File: config.mk
export PLATFORM = sky130hd
export DESIGN_NAME = fetch_unit
export DESIGN_NICKNAME = d
export VERILOG_FILES = /design/src/rtl/fetch_unit_pkg.sv /design/src/rtl/fetch_unit_next_pc_sel.sv /design/src/rtl/fetch_unit.sv
export SDC_FILE = /design/constraint.sdc
export NUM_CORES = 1
export LEC_CHECK = 0
export BUFFER_PORTS_ARGS = -buffer_cell sky130_fd_sc_hd__buf_4
export CORE_UTILIZATION = 55
export DETAILED_ROUTE_END_ITERATION = 10
export GPL_ROUTABILITY_DRIVEN = 1
export MAX_ROUTING_LAYER = met4
export PLACE_DENSITY_LB_ADDON = 0.12
export SKIP_CTS_REPAIR_TIMING = 1
export SLEW_MARGIN = 25
export SYNTH_ARGS = -nofsm -noshare
export SYNTH_HDL_FRONTEND = slang
export SYNTH_SLANG_ARGS = --single-unit
File: constraint.sdc
create_clock -name clk -period 5.26 [get_ports clk]
set_input_delay 0.263 -clock clk [delete_from_list [all_inputs] [get_ports clk]]
set_output_delay 0.263 -clock clk [all_outputs]
set_load 0.02 [all_outputs]
File: src/rtl/fetch_unit_pkg.sv
`default_nettype none
//==================================================================
// fetch_unit_pkg - shared types/constants for the fetch stage. rev 1.0
//==================================================================
package fetch_unit_pkg;

  localparam int PC_W = 32;
  localparam logic [PC_W-1:0] NOP_WORD   = 32'h0000_0000;
  localparam logic [PC_W-1:0] ALIGN_MASK = 32'hFFFF_FFFC;

  typedef enum logic [1:0] {
    ST_REQ   = 2'd0,
    ST_HOLD  = 2'd1,
    ST_DRAIN = 2'd2
  } fetch_state_e;

  function automatic logic [PC_W-1:0] pc_plus4(input logic [PC_W-1:0] p);
    return p + PC_W'(4);
  endfunction

endpackage
`default_nettype wire

File: src/rtl/fetch_unit_next_pc_sel.sv
`default_nettype none
//==================================================================
// fetch_unit_next_pc_sel - redirect priority and target mux. rev 1.0
//==================================================================
module fetch_unit_next_pc_sel
  import fetch_unit_pkg::*;
(
  input  logic            jr_sel,
  input  logic            jump,
  input  logic            branch_taken,
  input  logic            stall,
  input  logic            ifid_valid,
  input  logic [PC_W-1:0] jr_target,
  input  logic [25:0]     jump_index,
  input  logic [3:0]      pc4_hi,
  input  logic [PC_W-1:0] branch_target,
  output logic            redirect,
  output logic [PC_W-1:0] target
);

  logic [PC_W-1:0] w_raw;

  assign redirect = (jr_sel | jump | branch_taken) & ~stall & ifid_valid;

  always_comb begin
    w_raw = branch_target;
    if (jr_sel)    w_raw = jr_target;
    else if (jump) w_raw = {pc4_hi, jump_index, 2'b00};
  end

  assign target = w_raw & ALIGN_MASK;

endmodule
`default_nettype wire

File: src/rtl/fetch_unit.sv
`default_nettype none
//==================================================================
// fetch_unit - IF stage: PC, imem req/ready fetch, IF/ID register. rev 1.0
//==================================================================
module fetch_unit
  import fetch_unit_pkg::*;
#(
  parameter logic [PC_W-1:0] RESET_PC  = 32'h0000_0000,
  parameter logic [PC_W-1:0] NOP_INSTR = NOP_WORD
) (
  input  logic            clk,
  input  logic            reset,
  input  logic            stall,
  input  logic            branch_taken,
  input  logic            jump,
  input  logic            jr_sel,
  input  logic [PC_W-1:0] branch_target,
  input  logic [25:0]     jump_index,
  input  logic [PC_W-1:0] jr_target,
  output logic            imem_req,
  output logic [PC_W-1:0] imem_addr,
  input  logic            imem_ready,
  input  logic [PC_W-1:0] imem_rdata,
  output logic [PC_W-1:0] pc,
  output logic            ifid_valid,
  output logic [PC_W-1:0] ifid_instr,
  output logic [PC_W-1:0] ifid_pc4
);

  fetch_state_e    r_state;
  logic [PC_W-1:0] r_pc;
  logic [PC_W-1:0] r_drain_addr;
  logic            r_req;
  logic [PC_W-1:0] r_hold_instr;
  logic [PC_W-1:0] r_hold_pc4;
  logic            r_ifid_valid;
  logic [PC_W-1:0] r_ifid_instr;
  logic [PC_W-1:0] r_ifid_pc4;

  logic            w_redirect;
  logic [PC_W-1:0] w_target;
  logic [PC_W-1:0] w_pc4;

  fetch_unit_next_pc_sel u_next_pc_sel (
    .jr_sel        (jr_sel),
    .jump          (jump),
    .branch_taken  (branch_taken),
    .stall         (stall),
    .ifid_valid    (r_ifid_valid),
    .jr_target     (jr_target),
    .jump_index    (jump_index),
    .pc4_hi        (r_ifid_pc4[PC_W-1:PC_W-4]),
    .branch_target (branch_target),
    .redirect      (w_redirect),
    .target        (w_target)
  );

  assign w_pc4 = pc_plus4(r_pc);

  // While draining, the abandoned request's address must stay on the bus.
  assign imem_addr  = ((r_state == ST_DRAIN) ? r_drain_addr : r_pc) & ALIGN_MASK;
  assign imem_req   = r_req;
  assign pc         = r_pc;
  assign ifid_valid = r_ifid_valid;
  assign ifid_instr = r_ifid_instr;
  assign ifid_pc4   = r_ifid_pc4;

  always_ff @(posedge clk) begin
    if (reset) begin
      r_state      <= ST_REQ;
      r_pc         <= RESET_PC;
      r_req        <= 1'b0;
      r_drain_addr <= '0;
      r_hold_instr <= NOP_INSTR;
      r_hold_pc4   <= '0;
      r_ifid_valid <= 1'b0;
      r_ifid_instr <= NOP_INSTR;
      r_ifid_pc4   <= '0;
    end else begin
      r_req <= 1'b1;
      case (r_state)
        ST_REQ: begin
          // r_req low only in the first cycle after reset: nothing outstanding yet.
          if (r_req) begin
            if (w_redirect) begin
              r_pc         <= w_target;
              r_ifid_valid <= 1'b0;
              r_ifid_instr <= NOP_INSTR;
              r_ifid_pc4   <= '0;
              if (!imem_ready) begin
                r_drain_addr <= r_pc & ALIGN_MASK;
                r_state      <= ST_DRAIN;
              end
            end else if (imem_ready) begin
              if (stall) begin
                r_hold_instr <= imem_rdata;
                r_hold_pc4   <= w_pc4;
                r_req        <= 1'b0;
                r_state      <= ST_HOLD;
              end else begin
                r_ifid_valid <= 1'b1;
                r_ifid_instr <= imem_rdata;
                r_ifid_pc4   <= w_pc4;
                r_pc         <= w_pc4;
              end
            end
          end
        end
        ST_HOLD: begin
          if (stall) begin
            r_req <= 1'b0;
          end else begin
            r_state <= ST_REQ;
            if (w_redirect) begin
              r_pc         <= w_target;
              r_ifid_valid <= 1'b0;
              r_ifid_instr <= NOP_INSTR;
              r_ifid_pc4   <= '0;
            end else begin
              r_ifid_valid <= 1'b1;
              r_ifid_instr <= r_hold_instr;
              r_ifid_pc4   <= r_hold_pc4;
              r_pc         <= w_pc4;
            end
          end
        end
        ST_DRAIN: begin
          if (w_redirect) r_pc <= w_target;
          if (imem_ready) r_state <= ST_REQ;
        end
        default: r_state <= ST_REQ;
      endcase
    end
  end

endmodule
`default_nettype wire

Word-level counts from Yosys, hierarchy flattened --
Cells that the tools add are included.
Operators by class: eq/ne operators 10, add/sub/neg operators 1, reduce and logical (&&, ||, !) cells 8, bitwise operators 7, muxes and demuxes 43
Operators with widths (count):
- 32-bit two-way mux | 20
- 32-bit case mux with 2 select lines | 2
- 32-bit case mux with 3 select lines | 1
- 32-bit by 3-bit adder with 32-bit output, second input constant | 1
- 2-bit two-way mux | 7
- 6-bit AND reduction | 2
- 1-bit two-way mux | 10
- 5-bit AND reduction | 2
- 3-bit by 2-bit inequality test with 1-bit output, second input constant | 3
- 2-bit inequality test, second input constant | 3
- 2-bit case mux with 3 select lines | 1
- 1-bit case mux with 2 select lines | 2
- 4-bit AND reduction | 1
- 3-bit inequality test, second input constant | 1
- 1-bit NOT | 3
- 3-bit nonzero test | 1
- 1-bit AND | 2
- 2-bit by 1-bit == test with 1-bit output, second input constant | 1
- 2-bit == test, second input constant | 1
- 2-bit zero test | 1
- 2-bit by 1-bit inequality test with 1-bit output, second input constant | 1
- 1-bit bitwise OR | 2
- 2-bit nonzero test | 1
Storage, ports and cells: register bits after elaboration 194, logic and storage cells 78, input port bits 129

Longest topological paths before layout --
Gate-level depths: netlist (run 1).
word-level depth 7, mapped depth 9, gate-level depth less buffers 6

Modules after synthesis --
Synthesis (run 1) repeated with hierarchy kept, for this count alone.
Second synthesis, totals: cell total of the unflattened synthesis 1246, area total of the unflattened synthesis 9646.8 um^2
Modules (own cells, without submodules):
- fetch_unit | area an instance 8932.3 um^2, seq. area each 3883.7 um^2, cells each 1140, times used 1
- fetch_unit_next_pc_sel | area an instance 714.4 um^2, seq. area each 0.0 um^2, cells each 106, times used 1

Worst setup path after synthesis (run 1) --
No wires, ideal clock.
path kind register to register, start reg r_pc[3] (netlist: pc[3]), end reg r_pc[22] (netlist: pc[22]), stages on the path, launching flop included 7, arrival time 2104 ps, path slack 3038 ps, data required time 5143 ps, setup time 117 ps, path through dfxtp_1 ha_1 and4_1 nand4_1 nor4_1 o21ai_0 a32o_1
Between the ends: cells in the longest elaborated chain, start to end 6, elaborated cells on any way between the ends 8, those cells by class add/sub: 1; mux: 7
Ends and longest elaborated chain:
- start: declaration | RTL line fetch_unit.sv:31 | logic [PC_W-1:0] r_pc;
- start signal: assignment | RTL line fetch_unit.sv:86 | r_pc <= w_target;
- start signal: assignment | RTL line fetch_unit.sv:104 | r_pc <= w_pc4;
- start signal: assignment | RTL line fetch_unit.sv:115 | r_pc <= w_target;
- 32-bit by 3-bit adder with 32-bit output * | RTL line fetch_unit_pkg.sv:18 | return p + PC_W'(4);
- 32-bit two-way mux | RTL line fetch_unit.sv:95 | if (stall) begin
- 32-bit two-way mux | RTL line fetch_unit.sv:94 | end else if (imem_ready) begin
- 32-bit two-way mux | RTL line fetch_unit.sv:85 | if (w_redirect) begin
- 32-bit two-way mux | RTL line fetch_unit.sv:84 | if (r_req) begin
- 32-bit case mux with 3 select lines * | RTL line fetch_unit.sv:81 | case (r_state)
Mark *: on every way between the ends. The rest lies on a longest branch, timed or not. The select of a mux whose other input is x is not followed. A chain may end at the register's enable or synchronous reset.

Worst setup path after layout (run 1) --
start reg r_state[0], end reg r_ifid_pc4[31] (netlist: ifid_pc4[31])
Between the ends: cells in the longest elaborated chain, start to end 3, elaborated cells on any way between the ends 9, those cells by class eq/ne: 5; mux: 1; reduce/logical: 3
Ends and longest elaborated chain:
- start: declaration | RTL line fetch_unit.sv:30 | fetch_state_e r_state;
- start signal: assignment | RTL line fetch_unit.sv:70 | r_state <= ST_REQ;
- start signal: assignment | RTL line fetch_unit.sv:92 | r_state <= ST_DRAIN;
- start signal: assignment | RTL line fetch_unit.sv:99 | r_state <= ST_HOLD;
- 2-bit by 1-bit == test with 1-bit output / 2-bit zero test (equally long branches) | RTL line fetch_unit.sv:81
- 2-bit inequality test (no source line) (tied with other cells)
- 5-bit AND reduction (no source line)
- end signal: assignment | RTL line fetch_unit.sv:103 | r_ifid_pc4 <= w_pc4;
- end signal: assignment | RTL line fetch_unit.sv:122 | r_ifid_pc4 <= r_hold_pc4;
- end: declaration | RTL line fetch_unit.sv:38 | logic [PC_W-1:0] r_ifid_pc4;
Several ways; a longest one is shown, not always the timed one.

==> results of run 1 <==
## state kept, by name, summed over array words and instances (netlist names)
name,flops
ifid_instr,32
imem_req,1
ifid_valid,1
ifid_pc4,31
r_state,2
pc,30
r_drain_addr,30
r_hold_instr,32
r_hold_pc4,30
## worst max path at each step
stage                     startpoint      endpoint  slack [ps]  depth (start not counted)
after floorplan                pc[3]        pc[22]        3040                          6
after global placement          jump  ifid_pc4[26]        1980                          6
after detailed placement        jump  ifid_pc4[27]        1950                          6
after CTS                 r_state[0]  ifid_pc4[31]        2190                          5
after global routing      r_state[0]  ifid_pc4[31]        2060                          5
final                     r_state[0]  ifid_pc4[31]        2220                          5
## layout by cell type, fill, tap and decap left out, drive strengths merged, types with 5 or more instances in the layout
cell type,n
mux2i,29
xnor2,18
o21bai,5
nand3,12
a22oi,12
a22o,8
a211oi,33
clkbuf,21
nor2,115
nand4,13
nand2,252
nor4,11
a21oi,163
inv,18
xor2,7
buf,260
dfxtp,189
mux2,26
o31a,5
o21ai,74
nor3,25
## per-layer routing
layer  part of all wire  track usage  routed length (um)
met5                  0            -                   0
met2               0.46        0.498               12700
met3              0.089       0.0770                2440
met1               0.43        0.438               11800
met4              0.017        0.102                 461
## synth_stat cells (6+ instances only)
cell type    n
nand2_1    252
buf_2       13
dfxtp_1    189
a211oi_1    33
a22o_1       8
xnor2_1     18
nand3_1     12
mux2i_1     29
buf_4        6
nor2_1     114
a21oi_1    163
nor4_1       9
nand4_1     13
nor3_1      23
inv_1       15
a22oi_1     12
o21ai_0     72
buf_1        9
xor2_1       7
mux2_2      26
clkbuf_1    79
## stage by stage
stage          std cells  hold slack, ps  worst slack, ps
3_5_place_dp        1567             447             1950
3_3_place_gp        1566             439             1980
5_1_grt             1599            68.3             2060
2_1_floorplan       1201             342             3040
6_report            1599            67.2             2220
4_1_cts             1599            46.7             2190
## critical path: stages (launching register included)
cell     delay [ps]
dfxtp_1         550
a21oi_1         160
or4_2          1040
nor2_8          460
nand2_1         370
o21ai_0         350
## final cells by class
class	instances	area, sq um
Sequential cell	189	3780
Clock inverter	11	181
Timing Repair Buffer	260	1970
Clock buffer	21	460
Fill cell	1312	4450
Inverter	15	56.3
Tap cell	216	270
Multi-Input combinational cell	887	4880
## cell families (layout without fill, tap and decap cells)
family / Yosys count / in the layout
XOR/XNOR: 25 / 25
adder cells (fa/ha/maj): 1 / 1
multiplexers: 55 / 55
AND/OR/NAND/NOR: 457 / 457
flip-flops: 189 / 189
AO/OA/AOI/OAI: 345 / 345
buffers and inverters: 125 / 307
other: 1 / 4
## power by group through the flow
stage / clock, mW / sequential [mW] / combinational [mW]
after floorplan: 0 / 1.55 / 0.214
after global placement: 0 / 1.54 / 0.393
after detailed placement: 0 / 1.54 / 0.400
after CTS: 1.41 / 1.50 / 0.403
after global routing: 1.48 / 1.51 / 0.440
final: 1.41 / 1.51 / 0.404
==> metrics.md, run 1 <==
| Metric | Value |
|---|---|
| Status | finished, final reports clean |
| Final ANT Viol Nets | 0 |
| P&R area growth vs syn | 27.0% |
| Core Util, Final | 0.723 |
| Crit start category | register |
| Required time of the worst setup path | 5600 ps |
| Largest cells by area after synthesis | dfxtp_1, nand2_1, a21oi_1 |
| H-tree depth | 4 |
| Max cap viols | 0 |
| IO Pins | 259 |
| PwrDens | 286 nW/um^2 |
| Comb power frac | 0.122 |
| Worst r2r src | r_state[0] |
| Initial antenna violation count | 0 |
| Initial Util | 0.569 |
| Hold EP | r_state[1] |
| # rows | 46 |
| Global-route usage over all layers | 0.330 |
| R2r endpoint | ifid_pc4[31] |
| IO Port Bufs | 250 |
| First-pass iteration count of the detailed router | 7 |
| Sink Count | 189 |
| Final Power | 3.32 mW |
| Async S/R FF share, synth | 0 |
| First-pass GRT wire length | 42.5 mm |
| Post-placement cell area | 11,000 sq um |
| Final hold vios | 0 |
| Largest family of logic cells by synthesized area | compound AO/OA/AOI/OAI gates |
| Post-DP HPWL | 18.3 mm |
| Register area share after synthesis | 0.414 |
| Post-route cell area | 11,600 sq um |
| Routed via count | 9,353 |
| HP Start | imem_ready |
| Relative slew slack | 0.315 |
| Largest net degree at the start of global routing | 94 |
| Gr ovfl total | 0 |
| Routed WL | 27.4 mm |
| Worst VDD drop | 0.000257 V |
| Nets@finish | 1,500 |
| Die area | 17,100 sq um |
| Simple-Gate Fraction of Synth Area | 0.214 |
| Hold crit path type | in -> reg |
| CTS Buffer Depth | 2 |
| Synth Area in Compound Gates | 0.225 |
| Vias in the first global route | 8,262 |
| Synth unique cells | 61 |
| Clk_skew | 5.95 ps |
| Post-Syn Area | 9140 sq um |
| Wire length per cell | 17.1 um |
| Vias/cell | 5.85 |
| Post-Synth XOR/XNOR Area | 0.0240 |
| Hold Path Depth | 2 |
| Period utilization | 0.579 |
| Number of flops mapped to enable cells by yosys | 0 |
| Sw Pwr | 0.853 mW |
| Crit Path Max Fanout | 41 |
| Diodes inserted | 0 |
| Adder-cell area share of the yosys netlist | 0.00137 |
| CTS Buf Count | 17 |
| Syn_area_per_cell | 7.63 sq um |
| Proportion of synthesized area in mux cells | 0.0638 |
| Syn. warnings | 0 |
| Sw Ratio | 0.257 |
| Crit path time final | 3040 ps |
| Fin. max-slew vios | 0 |
| Register-to-register setup slack | 2220 ps |
| Worst setup EP type | register |
| Core Area | 16,100 sq um |
| Critical path class | reg -> reg |
| Die Y | 131 um |
| Highest Clock Rate | 0.328 GHz |
| Final setup vio count | 0 |
| Die W | 131 um |
| Reg2Reg Depth | 5 |
| RSZ-0062 raised after global routing | false |
| Internal | 2.47 mW |
| GPL Wtd Cong | 0.948 |
| Clock share of power | 0.425 |
| # DRC | 0 |
| Area leader, netlist | dfxtp_1 |
| Crit path DAT | 3390 ps |
| Clock latency at the later pin of the worst-skew pair | 440 ps |
| Top-area cell type share of the netlist area | 0.414 |
| CTS tree | built |
| Leakage power | 4.64 nW |
| Initial DRC Count | 1,007 |
| Cells after Synth | 1,198 |
| Setup TNS | 0 ps |
| Layout cell share with drive strength beyond 1 | 0.242 |
| Reg clk slew, reported paths | 70 ps |
| Clock Tree Root | clkbuf_16 |
| Seq pwr share | 0.453 |
| Worst Tran Pin Value | 1020 ps |
| Top_reg_cell synth | dfxtp_1 |
| Yosys reg bits | 189 |
No activity file was read; power rests on OpenSTA's default activity.
==> inputs of run 2 (changes only) <==
--- a/config.mk
+++ b/config.mk
@@ -6,7 +6,7 @@
 export NUM_CORES = 1
 export LEC_CHECK = 0
 export BUFFER_PORTS_ARGS = -buffer_cell sky130_fd_sc_hd__buf_4
-export CORE_UTILIZATION = 55
+export CORE_UTILIZATION = 47
 export DETAILED_ROUTE_END_ITERATION = 10
 export GPL_ROUTABILITY_DRIVEN = 1
 export MAX_ROUTING_LAYER = met4
==> constraint.sdc (replaced) <==
create_clock -name clk -period 2.8 [get_ports clk]
set_input_delay 0.14 -clock clk [delete_from_list [all_inputs] [get_ports clk]]
set_output_delay 0.14 -clock clk [all_outputs]
set_load 0.02 [all_outputs]
==> metrics.md, run 2 (synthesis gave the netlist of run 1 again) <==
| Metric | Value |
|---|---|
| Status | finished, final reports clean |
| Worst setup EP type | register |
| Required time of the worst setup path | 3150 ps |
| Worst Tran Pin Value | 847 ps |
| Met2 routed WL | 13.0 mm |
| DRT met1 WL | 13.1 mm |
| Sink Count | 189 |
| Largest net degree at the start of global routing | 48 |
| Global-route usage over all layers | 0.289 |
| First-pass iteration count of the detailed router | 5 |
| Post-DP HPWL | 19.4 mm |
| P&R area growth vs syn | 33.0% |
| Register-to-register setup slack | 230 ps |
| Critical path class | reg -> reg |
| Clock Tree Root | clkbuf_16 |
| # rows | 50 |
| Gr ovfl total | 0 |
| Hold crit path type | in -> reg |
| Highest Clock Rate | 0.389 GHz |
| Relative slew slack | 0.435 |
| Wire length per cell | 16.8 um |
| Crit start category | register |
| Reg clk slew, reported paths | 80 ps |
| Crit Path Max Fanout | 7 |
| Diodes inserted | 0 |
| Final setup vio count | 0 |
| Fin. max-slew vios | 0 |
| Worst VDD drop | 0.000425 V |
| Routed via count | 9,300 |
| Post-route setup slack | 227 ps |
| Die area | 20,000 sq um |
| Initial antenna violation count | 0 |
| Initial Util | 0.484 |
| Die W | 141 um |
| Most common cell after layout, fill and taps aside | buf_4 |
| Vias in the first global route | 8,073 |
| Fin cells | 1,698 |
| IO Pins | 259 |
| GPL Wtd Cong | 0.901 |
| PwrDens | 506 nW/um^2 |
| Period utilization | 0.919 |
| CTS tree | built |
| CTS Buf Count | 17 |
| Max layer used | met4 |
| Final hold vios | 0 |
| Final ANT Viol Nets | 0 |
| Dpl ws | 326 ps |
| Crit path DAT | 2920 ps |
| Clk_skew | 13.5 ps |
| Leakage power | 4.88 nW |
| Core Area | 18,900 sq um |
| H-tree depth | 4 |
| First-pass GRT wire length | 44.0 mm |
| Setup TNS | 0 ps |
| Placed cells | 1,633 |
| Layout cell share with drive strength beyond 1 | 0.250 |
| Vias/cell | 5.48 |
| Nets@finish | 1,555 |
| Initial DRC Count | 770 |
| IO Port Bufs | 250 |
| # DRC | 0 |
| Routed WL | 28.5 mm |
| CTS Buffer Depth | 2 |
| Crit path time final | 2570 ps |
| Clock latency at the later pin of the worst-skew pair | 440 ps |
| Die Y | 141 um |
| Max cap viols | 0 |
| WL met3 | 1.93 mm |
| Most frequent cells in the layout | buf_4, nand2_1, dfxtp_1 |
| RSZ-0062 raised after global routing | false |
==> run 2: final cells by class <==
cell class / count / area, sq um
sequential: 189 / 3780
clock buffer: 18 / 439
multi-input combinational: 887 / 4880
tap: 260 / 325
timing repair buffer: 315 / 2480
clock inverter: 14 / 174
inverter: 15 / 56.3
fill: 1720 / 6750
==> run 2: path summary, 6_finish.rpt <==
check | startpoint | to | cells past startpoint
hold / removal | stall | imem_req | 2
hold reg to reg | r_drain_addr[15] | r_drain_addr[15] | 2
setup reg to reg | pc[3] | r_hold_pc4[22] | 6
setup / recovery | pc[3] | r_hold_pc4[22] | 6
==> run 2: report_power, final <==
| group | switching [mW] | internal, mW |
|---|---|---|
| sequential | 0.0592 | 2.76 |
| clock | 1.20 | 1.30 |
| combinational | 0.459 | 0.365 |
==> run 2: worst max-delay path, cell delays in order, from the launching register on <==
cell and delay (ps):
dfxtp_1 470, ha_1 330, and4_1 320, nand4_1 240
nor4_1 600, xnor2_1 250, a211oi_1 280
==> run 2: through the flow <==
stage / hold WS (ps) / utilization / power (mW) / area [sq um]
after floorplan: 219 / - / 3.31 / 9150
after global placement: 380 / 0.593 / 3.65 / 11200
after detailed placement: 382 / 0.593 / 3.66 / 11200
after CTS: -71.4 / 0.625 / 6.13 / 11800
after global routing: 10.5 / 0.643 / 6.37 / 12100
final: 6.03 / 0.643 / 6.15 / 12100
==> run 2: metal layers <==
| metal | vias up | track usage |
|---|---|---|
| met1 | 4350 | 0.411 |
| li1 | 4603 | - |
| met2 | 319 | 0.424 |
| met4 | 0 | 0.0781 |
| met3 | 28 | 0.0449 |
| met5 | - | - |
